[src/rtl/ws2811_transmitter_if.sv]
// Colour-fetch and line-drive signals between ledcontroller, the WS2811
// transmitter and the LED data pin.
interface ws2811_transmitter_if;
  logic       enable;
  logic [7:0] red;
  logic [7:0] green;
  logic [7:0] blue;
  logic [7:0] ledindex;
  logic       dout;
  logic       busy;
  logic       frame_done;

  modport master (
    output enable, red, green, blue,
    input  ledindex, dout, busy, frame_done
  );

  modport slave (
    input  enable, red, green, blue,
    output ledindex, dout, busy, frame_done
  );
endinterface

[src/rtl/ws2811_transmitter.sv]
// WS2811 serial output stage: sweeps ledindex, latches GRB words and drives the
// single-wire bit stream followed by the latch gap, prefetching the next LED.
module ws2811_transmitter #(
  parameter int NUM_LEDS = 64,
  parameter int TBIT     = 60,
  parameter int T0H      = 12,
  parameter int T1H      = 29,
  parameter int TRESET   = 2400,
  parameter int SETTLE   = 32
) (
  input  logic                 clk,
  input  logic                 rst_n,
  ws2811_transmitter_if.slave  bus
);

  localparam int BW = $clog2(TBIT + 2);
  localparam int RW = $clog2(TRESET + 2);
  localparam int SW = $clog2(SETTLE + 2);

  localparam logic [BW-1:0] TBIT_LAST   = BW'(TBIT - 1);
  localparam logic [BW-1:0] T0H_C       = BW'(T0H);
  localparam logic [BW-1:0] T1H_C       = BW'(T1H);
  localparam logic [RW-1:0] TRESET_LAST = RW'(TRESET - 1);
  localparam logic [SW-1:0] SETTLE_C    = SW'(SETTLE);
  localparam logic [8:0]    LED_LAST    = 9'(NUM_LEDS - 1);
  localparam logic [7:0]    FIRST_IDX   = (NUM_LEDS == 1) ? 8'd0 : 8'd1;

  typedef enum logic [1:0] {
    ST_IDLE  = 2'd0,
    ST_PRIME = 2'd1,
    ST_SHIFT = 2'd2,
    ST_LATCH = 2'd3
  } state_t;

  state_t        state_r;
  logic [23:0]   shreg_r;
  logic [BW-1:0] bit_cnt_r;
  logic [4:0]    bit_idx_r;
  logic [8:0]    led_cnt_r;
  logic [RW-1:0] latch_cnt_r;
  logic [SW-1:0] settle_cnt_r;
  logic [7:0]    ledindex_r;
  logic          dout_r;
  logic          busy_r;
  logic          frame_done_r;
  logic [8:0]    next_idx_s;

  function automatic logic [BW-1:0] high_time(input logic bit_val);
    return bit_val ? T1H_C : T0H_C;
  endfunction

  // Index of the LED to prefetch once the word now being loaded starts shifting.
  assign next_idx_s = led_cnt_r + 9'd2;

  // Frame sequencer: settle, shift words back to back, then hold the latch gap.
  always_ff @(posedge clk or negedge rst_n) begin
    if (!rst_n) begin
      state_r      <= ST_IDLE;
      shreg_r      <= 24'd0;
      bit_cnt_r    <= '0;
      bit_idx_r    <= 5'd0;
      led_cnt_r    <= 9'd0;
      latch_cnt_r  <= '0;
      settle_cnt_r <= '0;
      ledindex_r   <= 8'd0;
      dout_r       <= 1'b0;
      busy_r       <= 1'b0;
      frame_done_r <= 1'b0;
    end else begin
      case (state_r)
        ST_IDLE: begin
          dout_r       <= 1'b0;
          ledindex_r   <= 8'd0;
          frame_done_r <= 1'b0;
          if (bus.enable) begin
            state_r      <= ST_PRIME;
            settle_cnt_r <= '0;
            busy_r       <= 1'b1;
          end else begin
            busy_r <= 1'b0;
          end
        end
        ST_PRIME: begin
          if (settle_cnt_r == SETTLE_C) begin
            shreg_r    <= {bus.green, bus.red, bus.blue};
            led_cnt_r  <= 9'd0;
            ledindex_r <= FIRST_IDX;
            bit_cnt_r  <= '0;
            bit_idx_r  <= 5'd0;
            dout_r     <= 1'b1;
            state_r    <= ST_SHIFT;
          end else begin
            settle_cnt_r <= settle_cnt_r + SW'(1);
          end
        end
        ST_SHIFT: begin
          if (bit_cnt_r != TBIT_LAST) begin
            bit_cnt_r <= bit_cnt_r + BW'(1);
            dout_r    <= (bit_cnt_r + BW'(1)) < high_time(shreg_r[23]);
          end else if (bit_idx_r != 5'd23) begin
            bit_cnt_r <= '0;
            bit_idx_r <= bit_idx_r + 5'd1;
            shreg_r   <= {shreg_r[22:0], 1'b0};
            dout_r    <= 1'b1;
          end else if (led_cnt_r != LED_LAST) begin
            // Colour for this LED has been stable since the previous word load.
            shreg_r    <= {bus.green, bus.red, bus.blue};
            led_cnt_r  <= led_cnt_r + 9'd1;
            ledindex_r <= (next_idx_s > LED_LAST) ? 8'd0 : next_idx_s[7:0];
            bit_cnt_r  <= '0;
            bit_idx_r  <= 5'd0;
            dout_r     <= 1'b1;
          end else begin
            state_r      <= ST_LATCH;
            latch_cnt_r  <= '0;
            dout_r       <= 1'b0;
            frame_done_r <= (TRESET_LAST == RW'(0));
          end
        end
        ST_LATCH: begin
          dout_r <= 1'b0;
          if (latch_cnt_r == TRESET_LAST) begin
            frame_done_r <= 1'b0;
            settle_cnt_r <= '0;
            if (bus.enable) begin
              state_r <= ST_PRIME;
            end else begin
              state_r <= ST_IDLE;
              busy_r  <= 1'b0;
            end
          end else begin
            latch_cnt_r  <= latch_cnt_r + RW'(1);
            frame_done_r <= ((latch_cnt_r + RW'(1)) == TRESET_LAST);
          end
        end
        default: begin
          state_r      <= ST_IDLE;
          dout_r       <= 1'b0;
          ledindex_r   <= 8'd0;
          busy_r       <= 1'b0;
          frame_done_r <= 1'b0;
        end
      endcase
    end
  end

  assign bus.ledindex   = ledindex_r;
  assign bus.dout       = dout_r;
  assign bus.busy       = busy_r;
  assign bus.frame_done = frame_done_r;

endmodule

[src/flat_wrapper.sv]
// flat-port wrapper written by rule: the top's interface ports become plain ports
module ws2811_transmitter_flat 
#(
  parameter int NUM_LEDS = 64,
  parameter int TBIT     = 60,
  parameter int T0H      = 12,
  parameter int T1H      = 29,
  parameter int TRESET   = 2400,
  parameter int SETTLE   = 32
)
  (clk, rst_n, bus_enable, bus_red, bus_green, bus_blue, bus_ledindex, bus_dout, bus_busy, bus_frame_done);
  ws2811_transmitter_if bus_i ();
  input  logic clk;
  input  logic rst_n;
  input wire logic [$bits(bus_i.enable)-1:0] bus_enable;
  input wire logic [$bits(bus_i.red)-1:0] bus_red;
  input wire logic [$bits(bus_i.green)-1:0] bus_green;
  input wire logic [$bits(bus_i.blue)-1:0] bus_blue;
  output wire logic [$bits(bus_i.ledindex)-1:0] bus_ledindex;
  output wire logic [$bits(bus_i.dout)-1:0] bus_dout;
  output wire logic [$bits(bus_i.busy)-1:0] bus_busy;
  output wire logic [$bits(bus_i.frame_done)-1:0] bus_frame_done;
  assign bus_i.enable = bus_enable;
  assign bus_i.red = bus_red;
  assign bus_i.green = bus_green;
  assign bus_i.blue = bus_blue;
  assign bus_ledindex = bus_i.ledindex;
  assign bus_dout = bus_i.dout;
  assign bus_busy = bus_i.busy;
  assign bus_frame_done = bus_i.frame_done;
  ws2811_transmitter #(.NUM_LEDS(NUM_LEDS), .TBIT(TBIT), .T0H(T0H), .T1H(T1H), .TRESET(TRESET), .SETTLE(SETTLE)) u_core (.clk(clk), .rst_n(rst_n), .bus(bus_i));
endmodule
[config.mk]
export PLATFORM = sky130hd
export DESIGN_NAME = ws2811_transmitter_flat
export DESIGN_NICKNAME = d
export VERILOG_FILES = /design/src/rtl/ws2811_transmitter_if.sv /design/src/rtl/ws2811_transmitter.sv /design/src/flat_wrapper.sv
export SDC_FILE = /design/constraint.sdc
export NUM_CORES = 1
export LEC_CHECK = 0
export CAP_MARGIN = 10
export CORE_UTILIZATION = 58
export DETAILED_ROUTE_END_ITERATION = 8
export GPL_ROUTABILITY_DRIVEN = 0
export HOLD_SLACK_MARGIN = 0.03
export PLACE_DENSITY = 0.86
export SLEW_MARGIN = 20
export SYNTH_ARGS = -nofsm -noshare
export SYNTH_HDL_FRONTEND = slang
export SYNTH_SLANG_ARGS = --single-unit
[constraint.sdc]
create_clock -name clk -period 3.1 [get_ports clk]
set_input_delay 0.31 -clock clk [delete_from_list [all_inputs] [get_ports clk]]
set_output_delay 0.31 -clock clk [all_outputs]
set_load 0.1 [all_outputs]
==> metrics.csv, run 1 <==
stage,metric,value,unit
run_status,status,"complete, no violations",
global_routing,grt_use_total,26.8,%
final_layout,drive_gt1_share,7.00,%
route,first_pass_iters,6,
final_layout,multiInputGateArea,2250,um2
global_routing,grt-ovfl-total,0,
route,drtAntennaViolNets,0,
power,leakage,2.12,nW
setup_path,worstPathArrival,2.94,ns
synth,yosys_most_used_dff,dfrtp_1,
synth,synth_cells,460,
setup_path,cpLargestDelayFamily,simple AND/OR/NAND/NOR gates,
power,power_density,379,nW/um2
final_layout,nFillCells,533,
floorplanning,row_count,30,
setup_path,crit_path_top_delay_cell,or4_1,
cts,cts_root_buffer,clkbuf_8,
floorplanning,die_h,87.8,um
cts,worstSkewPairLatency,0.35,ns
timing,finClkSkew,0.00926,ns
setup_path,worstSetupPathType,register to register,
cts,post_cts_resized,0,
placement,io_buffers,37,
route,drt_iter0_markers,170,
floorplanning,core_area,6940,um2
route,drc,0,
timing,setup_viol,0,
final_layout,num-nets-final,539,
cts,htree_levels,3,
synth,synth-edff-count,0,
synth,synth_seq_cells,75,
setup_path,path_buf_inv,1,
synth,synth_cell_types,57,
timing,hold_viol_final,0,
cts,cts_buffers,9,
cts,cts.sinks,75,
final_layout,area_growth,16.3,%
final_layout,diodes,0,
synth,syn_nets,504,
timing,hold_ws,0.0757,ns
power,ir_worst_vdd,0.210,mV
setup_path,crit_path_start_kind,register,
cts,clkTransAtPathRegs,0.08,ns
global_routing,grt_max_degree,76,
route,wl_per_cell,15.5,um
route,via_per_inst,6.11,
route,drt-total-wl,9240,um
synth,synth_area,4270,um2
global_routing,grt_antenna_before_repair,0,
timing,min_period_over_period,86.1,%
placement,dp_hpwl,6200,um
synth,ys_async_sr_fraction,100,%
timing,rsz0062_at_grt,false,
timing,max_freq,375,MHz
cts,postCtsSetupBuffers,0,
timing,setup_tns,0,ns
floorplanning,num_io_pins,38,
global_routing,grt_pass1_vias,3491,
timing,relSlewSlack,34.4,%
timing,drv_slew,0,
global_routing,grt_pass1_wl,16000,um
final_layout,seq_area,1880,um2
setup_path,end_kind,register,
floorplanning,die_width,87.8,um
floorplanning,die_area,7710,um2
route,vias,3639,
timing,worst_pin_slew,0.980,ns
synth,ys_warn_count,0,
synth,synth_seq_area_share,43.9,%
cts,cts_tree,yes,
floorplanning,start_util,61.5,%
hold_path,min_path_type,input pin to asynchronous set/reset pin,
setup_path,slowest_delay,0.64,ns
placement,place_inst,580,
setup_path,crit_chain,"ha_1, nand4b_1, o31ai_2, buf_4, nand4_1, or4_1, a21oi_1",
setup_path,cp.required,3.37,ns
timing,fin_crit,2.67,ns
synth,syn_avg_cell_area,9.29,um2
final_layout,layoutNonFillerInstCount,596,
cts,clockBufferDepth,2,
job,drv_cap,0,
cts,holdBufCountCts,0,
setup_path,worstPathMaxFanout,15,
-- metal layers --
layer	vias to the layer above	GRT usage (%)	part of all wire, %
met3	14	6.41	4.6
met2	105	44.8	51
li1	1755	-	-
met1	1765	34.6	43
met5	-	0	0
met4	0	8.20	1.6
-- stage by stage --
stage / power [mW] / area (um2) / utilization [%] / worst slack [ns]
after floorplan: 0.998 / 4270 / - / 0.936
after global routing: 1.95 / 4970 / 71.6 / 0.199
after global placement: 1.05 / 4740 / 68.3 / 0.589
after detailed placement: 1.05 / 4740 / 68.3 / 0.465
after CTS: 1.91 / 4970 / 71.6 / 0.405
final: 1.88 / 4970 / 71.6 / 0.431
-- cell usage after synthesis, types with 2 or more instances --
| cell type | n | area (um2) |
|---|---|---|
| a2111oi_0 | 2 | 17.5 |
| nor4_1 | 4 | 25.0 |
| nand4b_1 | 2 | 17.5 |
| o22ai_1 | 5 | 31.3 |
| xnor2_1 | 6 | 52.6 |
| mux2i_1 | 25 | 250 |
| clkbuf_1 | 11 | 41.3 |
| or3_1 | 10 | 62.6 |
| nor2_1 | 8 | 30.0 |
| o31ai_1 | 9 | 67.6 |
| or4_1 | 6 | 45.0 |
| a211o_1 | 2 | 17.5 |
| buf_1 | 4 | 15.0 |
| nand2_1 | 66 | 248 |
| nor3_1 | 9 | 45.0 |
| dfrtp_1 | 75 | 1880 |
| a31oi_1 | 9 | 56.3 |
| nand2b_1 | 8 | 50.1 |
| a22o_1 | 2 | 17.5 |
| nand4_1 | 5 | 31.3 |
| buf_2 | 4 | 20.0 |
| a21oi_1 | 23 | 115 |
| nand3_1 | 22 | 110 |
| a41oi_1 | 3 | 26.3 |
| and4_1 | 2 | 17.5 |
| xor2_1 | 4 | 35.0 |
| and3_1 | 10 | 62.6 |
| nand3b_1 | 4 | 30.0 |
| ha_1 | 17 | 213 |
| and2_1 | 4 | 25.0 |
| inv_1 | 20 | 75.1 |
| or2_2 | 2 | 12.5 |
| o41ai_2 | 2 | 32.5 |
| o21ai_0 | 52 | 260 |
-- sequential cells by signal, indices dropped and copies added (netlist names) --
signal                 cells
u_core.bit_cnt_r           6
u_core.bus.busy            1
u_core.latch_cnt_r        12
u_core.state_r             2
u_core.shreg_r            24
u_core.settle_cnt_r        6
u_core.led_cnt_r           9
u_core.bus.frame_done      1
u_core.bit_idx_r           5
u_core.bus.dout            1
u_core.bus.ledindex        8
-- report_power, final --
part           internal, mW  switching (mW)  total [mW]
combinational        0.0290          0.0239      0.0530
sequential            0.978               0       0.978
clock                 0.496           0.355       0.851
total                  1.50           0.379        1.88
-- path summary, 6_finish.rpt --
| path | from | endpoint | slack [ns] | cells past startpoint |
|---|---|---|---|---|
| setup / recovery | u_core.bit_idx_r[0] | u_core.led_cnt_r[8] | 0.43 | 7 |
| min in group clk | u_core.shreg_r[21] | u_core.shreg_r[21] | 0.48 | 2 |
| max in group asynchronous | rst_n | u_core.led_cnt_r[4] | 2.39 | 1 |
| hold / removal | rst_n | u_core.settle_cnt_r[1] | 0.08 | 1 |
| setup reg to reg | u_core.bit_idx_r[0] | u_core.led_cnt_r[8] | 0.43 | 7 |
| hold reg to reg | u_core.shreg_r[21] | u_core.shreg_r[21] | 0.48 | 2 |
-- cell families after synthesis --
kind of cell / count (synthesis) / share of synthesized area (%)
simple gates: 168 / 20.6
compound gates: 125 / 18.8
xor+xnor: 10 / 2.05
flops: 75 / 43.9
buf+inv: 40 / 3.81
mux: 25 / 5.86
fa+ha+maj: 17 / 4.98
-- layout by cell type, fill, tap and decap left out, types with 4 or more instances in the layout --
cell type,synthesis,routed
dfrtp_1,75,75
nand2_1,66,66
o21ai_0,52,52
clkdlybuf4s50_1,0,36
mux2i_1,25,25
a21oi_1,23,23
nand3_1,22,22
inv_1,20,20
ha_1,17,17
clkbuf_8,0,11
or3_1,10,10
and3_1,10,10
o31ai_1,9,9
nor3_1,9,9
a31oi_1,9,9
nor2_1,8,8
nand2b_1,8,8
buf_4,0,8
xnor2_1,6,6
or4_1,6,6
nand4_1,5,5
o22ai_1,5,5
xor2_1,4,4
nor4_1,4,4
and2_1,4,4
nand3b_1,4,4
-- final cells by class --
type	instances	area share, %
clock buffer	12	3.12
inverter	20	1.51
timing repair buffer	44	8.46
tap	96	2.42
clock inverter	4	1.46
multi-input combinational	345	45.3
sequential	75	37.8
Note: power is estimated with default switching activity, not from simulation.
==> run 2, diff against run 1 <==
ABC_AREA = 1   (was not set)
SKIP_CTS_REPAIR_TIMING = 1   (was not set)
==> run 2 against run 1 <==
  * Clock-buffer cell count unchanged
  * Via count up 6.9%
  * Synthesized cell count grew 33%
  * Final cell count is 25% higher
  * Setup slack improved by 0.24 ns
  * Critical path type unchanged
  * Highest routed layer unchanged
==> metrics.csv, run 2 <==
stage,metric,value,unit,change
run_status,status,"complete, no violations",,
floorplanning,die_width,90.1,um,+2.6%
floorplanning,core_area,7370,um2,+6.1%
synth,syn_avg_cell_area,7.34,um2,-21%
synth,synth_top_area_cell,dfrtp_1,,
setup_path,crit_path_start_kind,register,,
final_layout,layout_commonest_cell,nand2_1,,
timing,finClkSkew,0.0115,ns,+0.00223 ns
synth,synth_cell_types,36,,-37%
setup_path,cp.required,3.38,ns,about the same
global_routing,grt_pass1_vias,3642,,+4.3%
placement,place_inst,731,,+26%
timing,setup_viol,0,,unchanged
synth,syn_nets,657,,+30%
route,drtAntennaViolNets,0,,unchanged
final_layout,area_growth,12.5,%,
cts,cts.sinks,75,,unchanged
setup_path,end_kind,register,,
placement,io_buffers,37,,unchanged
timing,hold_ws,0.0901,ns,+0.0144 ns
timing,hold_viol_final,0,,unchanged
global_routing,grt_pass1_wl,15800,um,-1.6%
placement,dp_hpwl,6360,um,+2.6%
synth,synthTopCellsByCount,"nand2_1, inv_1, dfrtp_1",,
cts,clkTransAtPathRegs,0.08,ns,about the same
cts,worstSkewPairLatency,0.35,ns,about the same
route,drt-total-wl,9120,um,-1.3%
timing,rsz0062_at_grt,false,,
timing,worst_pin_slew,0.963,ns,-0.0172 ns
synth,synth-edff-count,0,,unchanged
synth,synth_seq_cells,75,,unchanged
power,leakage,2.45,nW,+16%
final_layout,top_regs,"u_core.shreg_r: 24 flops, u_core.latch_cnt_r: 12 flops, u_core.led_cnt_r: 9 flops",,
synth,yosys_most_used_dff,dfrtp_1,,
route,wl_per_cell,12.2,um,-21%
cts,cts_buffers,9,,unchanged
setup_path,worstPathMaxFanout,13,,-2
synth,ys_async_sr_fraction,100,%,unchanged
power,ir_worst_vdd,0.489,mV,+130%
floorplanning,start_util,61.1,%,-0.46 points
route,vias,3890,,+6.9%
synth,synth_cells,613,,+33%
timing,fin_crit,2.43,ns,-0.243 ns
timing,drv_slew,0,,unchanged
floorplanning,die_area,8110,um2,+5.2%
route,drc,0,,unchanged
timing,relSlewSlack,35.6,%,+1.2 points
cts,cts_tree,yes,,
global_routing,grt-ovfl-total,0,,unchanged
final_layout,layout_common_cells,"nand2_1, inv_1, dfrtp_1",,
floorplanning,num_io_pins,38,,unchanged
synth,synth_area_leaders,"dfrtp_1, nand2_1, inv_1, o21ai_0, nand3_1",,
route,via_per_inst,5.21,,-15%
timing,min_period_over_period,78.3,%,-7.8 points
route,drt_iter0_markers,199,,+17%
global_routing,grt_antenna_before_repair,0,,unchanged
final_layout,num-nets-final,687,,+27%
cts,clockBufferDepth,2,,unchanged
job,drv_cap,0,,unchanged
placement,dpl_cell_area,4870,um2,+2.6%
power,total_power,3.98,mW,+110%
floorplanning,die_h,90.1,um,+2.6%
synth,ys_warn_count,0,,unchanged
final_layout,layoutNonFillerInstCount,747,,+25%
route,first_pass_iters,6,,unchanged
global_routing,grt_max_degree,76,,unchanged
setup_path,worstSetupPathType,register to register,,
global_routing,grt_use_total,23.7,%,-3.1 points
floorplanning,row_count,31,,+3.3%
timing,setup_tns,0,ns,unchanged
synth,netlist.area_leader.share,41.7,%,-2.2 points
power,power_density,786,nW/um2,+110%
final_layout,nFillCells,612,,+15%
final_layout,largest_register_ffs,24,,unchanged
synth,synth_seq_area_share,41.7,%,-2.2 points
final_layout,fin_area,5060,um2,+1.8%
setup_path,worstPathArrival,2.70,ns,-0.24 ns
final_layout,drive_gt1_share,6.64,%,-0.36 points
synth,synth_most_common_cell,nand2_1,,
timing,max_freq,412,MHz,+10%
synth,synth_area,4500,um2,+5.3%
cts,htree_levels,3,,unchanged
hold_path,min_path_type,input pin to asynchronous set/reset pin,,
final_layout,top_register,u_core.shreg_r,,
final_layout,diodes,0,,unchanged
cts,cts_root_buffer,clkbuf_8,,
-- run 2: per-layer routing --
metal | wire length, um | GRT usage, % | share of wire (%)
met5 | 0 | 0 | 0
met4 | 160 | 8.47 | 1.8
met3 | 256 | 2.62 | 2.8
met2 | 4580 | 42.0 | 50
met1 | 4130 | 29.8 | 45
-- run 2: power by group --
part	internal (mW)	total (mW)	leakage [nW]	switching, mW
Sequential	1.23	1.36	0.997	0.130
Combinational	0.526	1.85	1.36	1.33
Clock	0.393	0.761	0.0926	0.367
Total	2.15	3.98	2.45	1.82
-- run 2: path summary, 6_finish.rpt --
| check | start | end | slack, ns | depth (start not counted) |
|---|---|---|---|---|
| setup / recovery | u_core.state_r[0] | u_core.latch_cnt_r[6] | 0.67 | 9 |
| min in group clk | u_core.bus.frame_done | u_core.bus.frame_done | 0.49 | 2 |
| max in group asynchronous | rst_n | u_core.settle_cnt_r[5] | 2.38 | 1 |
| hold reg to reg | u_core.bus.frame_done | u_core.bus.frame_done | 0.49 | 2 |
| hold / removal | rst_n | u_core.shreg_r[20] | 0.09 | 1 |
| setup reg to reg | u_core.state_r[0] | u_core.latch_cnt_r[6] | 0.67 | 9 |
-- run 2: kinds of logic (layout without fill, tap and decap cells) --
group	count (synthesis)	count (layout)	share of synthesized area (%)
AND/OR/NAND/NOR	312	312	29.5
buffers and inverters	103	138	9.96
AO/OA/AOI/OAI	91	91	11.2
flip-flops	75	75	41.7
adder cells (fa/ha/maj)	17	17	4.73
XOR/XNOR	15	15	2.92
-- run 2: cell type report --
cell class | count | area [um2] | area share, %
well taps | 99 | 124 | 2.45
multi-input cells | 435 | 2170 | 43.0
clock inverters | 4 | 50.0 | 0.989
clock buffers | 12 | 145 | 2.87
inverters | 84 | 315 | 6.23
repair buffers | 38 | 375 | 7.42
flip-flops and latches | 75 | 1880 | 37.1
-- run 2: metrics by stage --
stage,setup WS (ns),utilization [%]
5_1_grt,0.417,68.7
3_5_place_dp,0.719,66.0
4_1_cts,0.689,68.7
2_1_floorplan,1.29,-
6_report,0.674,68.7
3_3_place_gp,0.873,66.0
-- run 2: worst max-delay path, cell delays in order, from the launching register on --
cell,delay [ns]
dfrtp_1,0.40
inv_1,0.13
ha_1,0.35
inv_2,0.27
nor2_1,0.16
inv_1,0.11
nand2_1,0.09
nor3_2,0.55
nand3_1,0.18
nand2_1,0.11
==> run 3, diff against run 2 <==
clock period = 2.35 ns   (was 3.1 ns; I/O delays follow)
==> run 3 against run 2 <==
  * Critical path depth did not move
  * Final area rose by 1.2%
  * Final cell count rose by 0.54%
  * Setup slack got worse by 0.52 ns
  * Flip-flop and latch count did not move
  * Die area did not move
  * Clock power rose by 59%
  * Clock skew rose by 0.0025 ns
  * Sequential power rose by 32%
  * Wire length rose by 2.6%
==> metrics.csv, run 3 (synthesized netlist as in run 2, its figures left out) <==
stage,metric,value,unit,change
timing,worst_pin_slew,0.951,ns,-0.0116 ns
final_layout,top_regs,"u_core.shreg_r: 24 flops, u_core.latch_cnt_r: 12 flops, u_core.led_cnt_r: 9 flops",,
route,drt_iter0_markers,233,,+17%
final_layout,num-nets-final,691,,+0.58%
cts,cts_tree,yes,,
route,first_pass_iters,4,,-2
final_layout,nFillCells,590,,-3.6%
cts,worstSkewPairLatency,0.35,ns,about the same
setup_path,cp.required,2.63,ns,-0.75 ns
floorplanning,die_h,90.1,um,unchanged
setup_path,crit_chain,"inv_1, ha_1, inv_1, o21ai_0, nor2_1, and2_4, buf_12, nand2_1, o21ai_2",,
timing,fin_crit,2.20,ns,-0.227 ns
placement,io_buffers,37,,unchanged
floorplanning,row_count,31,,unchanged
route,drc,0,,unchanged
route,vias,3949,,+1.5%
final_layout,layout_commonest_cell,nand2_1,,
floorplanning,die_area,8110,um2,unchanged
global_routing,grt-ovfl-total,0,,unchanged
global_routing,grt_max_degree,76,,unchanged
setup_path,slowest_delay,0.43,ns,-0.12 ns
cts,cts_root_buffer,clkbuf_8,,
hold_path,min_path_type,input pin to asynchronous set/reset pin,,
power,leakage,2.52,nW,+3.0%
setup_path,crit_path_start_kind,register,,
power,power_density,1090,nW/um2,+39%
global_routing,grt_antenna_before_repair,0,,unchanged
floorplanning,die_width,90.1,um,unchanged
route,highest_layer,met4,,
route,wl_met3,296,um,+16%
route,wl_per_cell,12.5,um,+2.1%
final_layout,area_growth,13.8,%,
power,total_power,5.58,mW,+40%
power,p_sw_share,44.0,%,-1.9 points
power,p_int,3.13,mW,+45%
final_layout,layout_common_cells,"nand2_1, inv_1, dfrtp_1",,
final_layout,top_register,u_core.shreg_r,,
timing,min_period_over_period,93.6,%,+15 points
setup_path,path_buf_inv,3,,unchanged
timing,relSlewSlack,36.6,%,+0.97 points
placement,dp_hpwl,6470,um,+1.8%
setup_path,cp.depth,9,,unchanged
global_routing,grt_pass1_wl,16700,um,+5.7%
timing,rsz0062_at_grt,false,,
timing,hold_viol_final,0,,unchanged
timing,setup_viol,0,,unchanged
cts,cts_buffers,9,,unchanged
route,drtAntennaViolNets,0,,unchanged
setup_path,end_kind,register,,
global_routing,grt_pass1_vias,3892,,+6.9%
cts,cts.sinks,75,,unchanged
final_layout,largest_register_ffs,24,,unchanged
power,power_frac_seq,32.2,%,-2.1 points
setup_path,cpLargestDelayFamily,simple AND/OR/NAND/NOR gates,,
route,drt-total-wl,9360,um,+2.6%
cts,clockBufferDepth,2,,unchanged
final_layout,multiInputGateArea,2170,um2,unchanged
run_status,status,"complete, no violations",,
final_layout,diodes,0,,unchanged
power,comb_power_share,46.1,%,-0.5 points
power,clockPowerShare,21.8,%,+2.7 points
floorplanning,core_area,7370,um2,unchanged
setup_path,worstSetupPathType,register to register,,
cts,htree_levels,3,,unchanged
floorplanning,start_util,61.1,%,unchanged
final_layout,drive_gt1_share,9.05,%,+2.4 points
power,p_switching,2.45,mW,+34%
job,drv_cap,0,,unchanged
global_routing,grt_use_total,25.1,%,+1.4 points
timing,setup_tns,0,ns,unchanged
timing,drv_slew,0,,unchanged
final_layout,seq_area,1880,um2,unchanged
setup_path,r2r_cells,9,,unchanged
setup_path,crit_path_top_delay_cell,dfrtp_1,,
route,via_per_inst,5.26,,+0.98%
route,route.met2.wl,4620,um,+0.87%
timing,max_freq,455,MHz,+10%
power,ir_worst_vdd,0.595,mV,+22%
floorplanning,num_io_pins,38,,unchanged
setup_path,worstPathMaxFanout,30,,+17
setup_path,rr_endpoint,u_core.shreg_r[13],,
setup_path,crit_top_cell,inv_1,,
route,met1_length,4240,um,+2.7%
cts,clkTransAtPathRegs,0.08,ns,about the same
setup_path,worstPathArrival,2.48,ns,-0.22 ns
setup_path,reg2reg_slack,0.15,ns,-0.52 ns
setup_path,worstReg2RegStart,u_core.state_r[1],,
timing,finClkSkew,0.0140,ns,+0.00252 ns
## run 3: cell count changes in the layout (fill, tap and decap cells not counted), sizes merged
cell,delta
clkinv,+1
clkbuf,-1
clkdlybuf4s50,-11
buf,+15
bufinv,+2
clkinvlp,-2
## run 3: area by class of cell
| cell class | instances | area share, % |
|---|---|---|
| Tap cell | 99 | 2.42 |
| Clock buffer | 11 | 2.76 |
| Sequential cell | 75 | 36.6 |
| Multi-Input combinational cell | 435 | 42.5 |
| Inverter | 84 | 6.16 |
| Clock inverter | 5 | 1.95 |
| Timing Repair Buffer | 42 | 7.62 |
## run 3: through the flow
step | setup WS, ns | hold WS, ns | cell area (um2) | utilization, % | instances
6_report | 0.151 | 0.0273 | 5120 | 69.5 | 751
4_1_cts | 0.157 | 0.0721 | 5120 | 69.5 | 751
2_1_floorplan | 0.545 | -0.0606 | 4500 | - | 613
5_1_grt | 0.00141 | 0.136 | 5120 | 69.5 | 751
3_5_place_dp | 0.222 | 0.447 | 4880 | 66.2 | 735
3_3_place_gp | 0.330 | 0.435 | 4880 | 66.2 | 735
## run 3: layer usage
layer	GRT usage, %	vias up
met4	11.6	0
met3	3.89	23
met1	31.0	1837
met2	43.1	92
met5	0	-
li1	-	1997
## run 3: worst max-delay path by stage
stage                                  from  slack, ns                   to
final                     u_core.state_r[1]       0.15   u_core.shreg_r[13]
after global routing      u_core.state_r[1]      0.001  u_core.led_cnt_r[5]
after CTS                 u_core.state_r[1]       0.16   u_core.shreg_r[13]
after detailed placement  u_core.state_r[1]       0.22   u_core.shreg_r[13]
after global placement    u_core.state_r[1]       0.33   u_core.shreg_r[22]
after floorplan           u_core.state_r[0]       0.54   u_core.shreg_r[13]
## run 3: power groups by stage
stage | Clock (mW) | Sequential, mW | Combinational [mW]
after floorplan | 0 | 1.99 | 1.91
final | 1.21 | 1.79 | 2.57
after detailed placement | 0 | 1.82 | 2.54
after CTS | 1.23 | 1.79 | 2.57
after global placement | 0 | 1.80 | 2.44
after global routing | 1.27 | 1.82 | 2.89
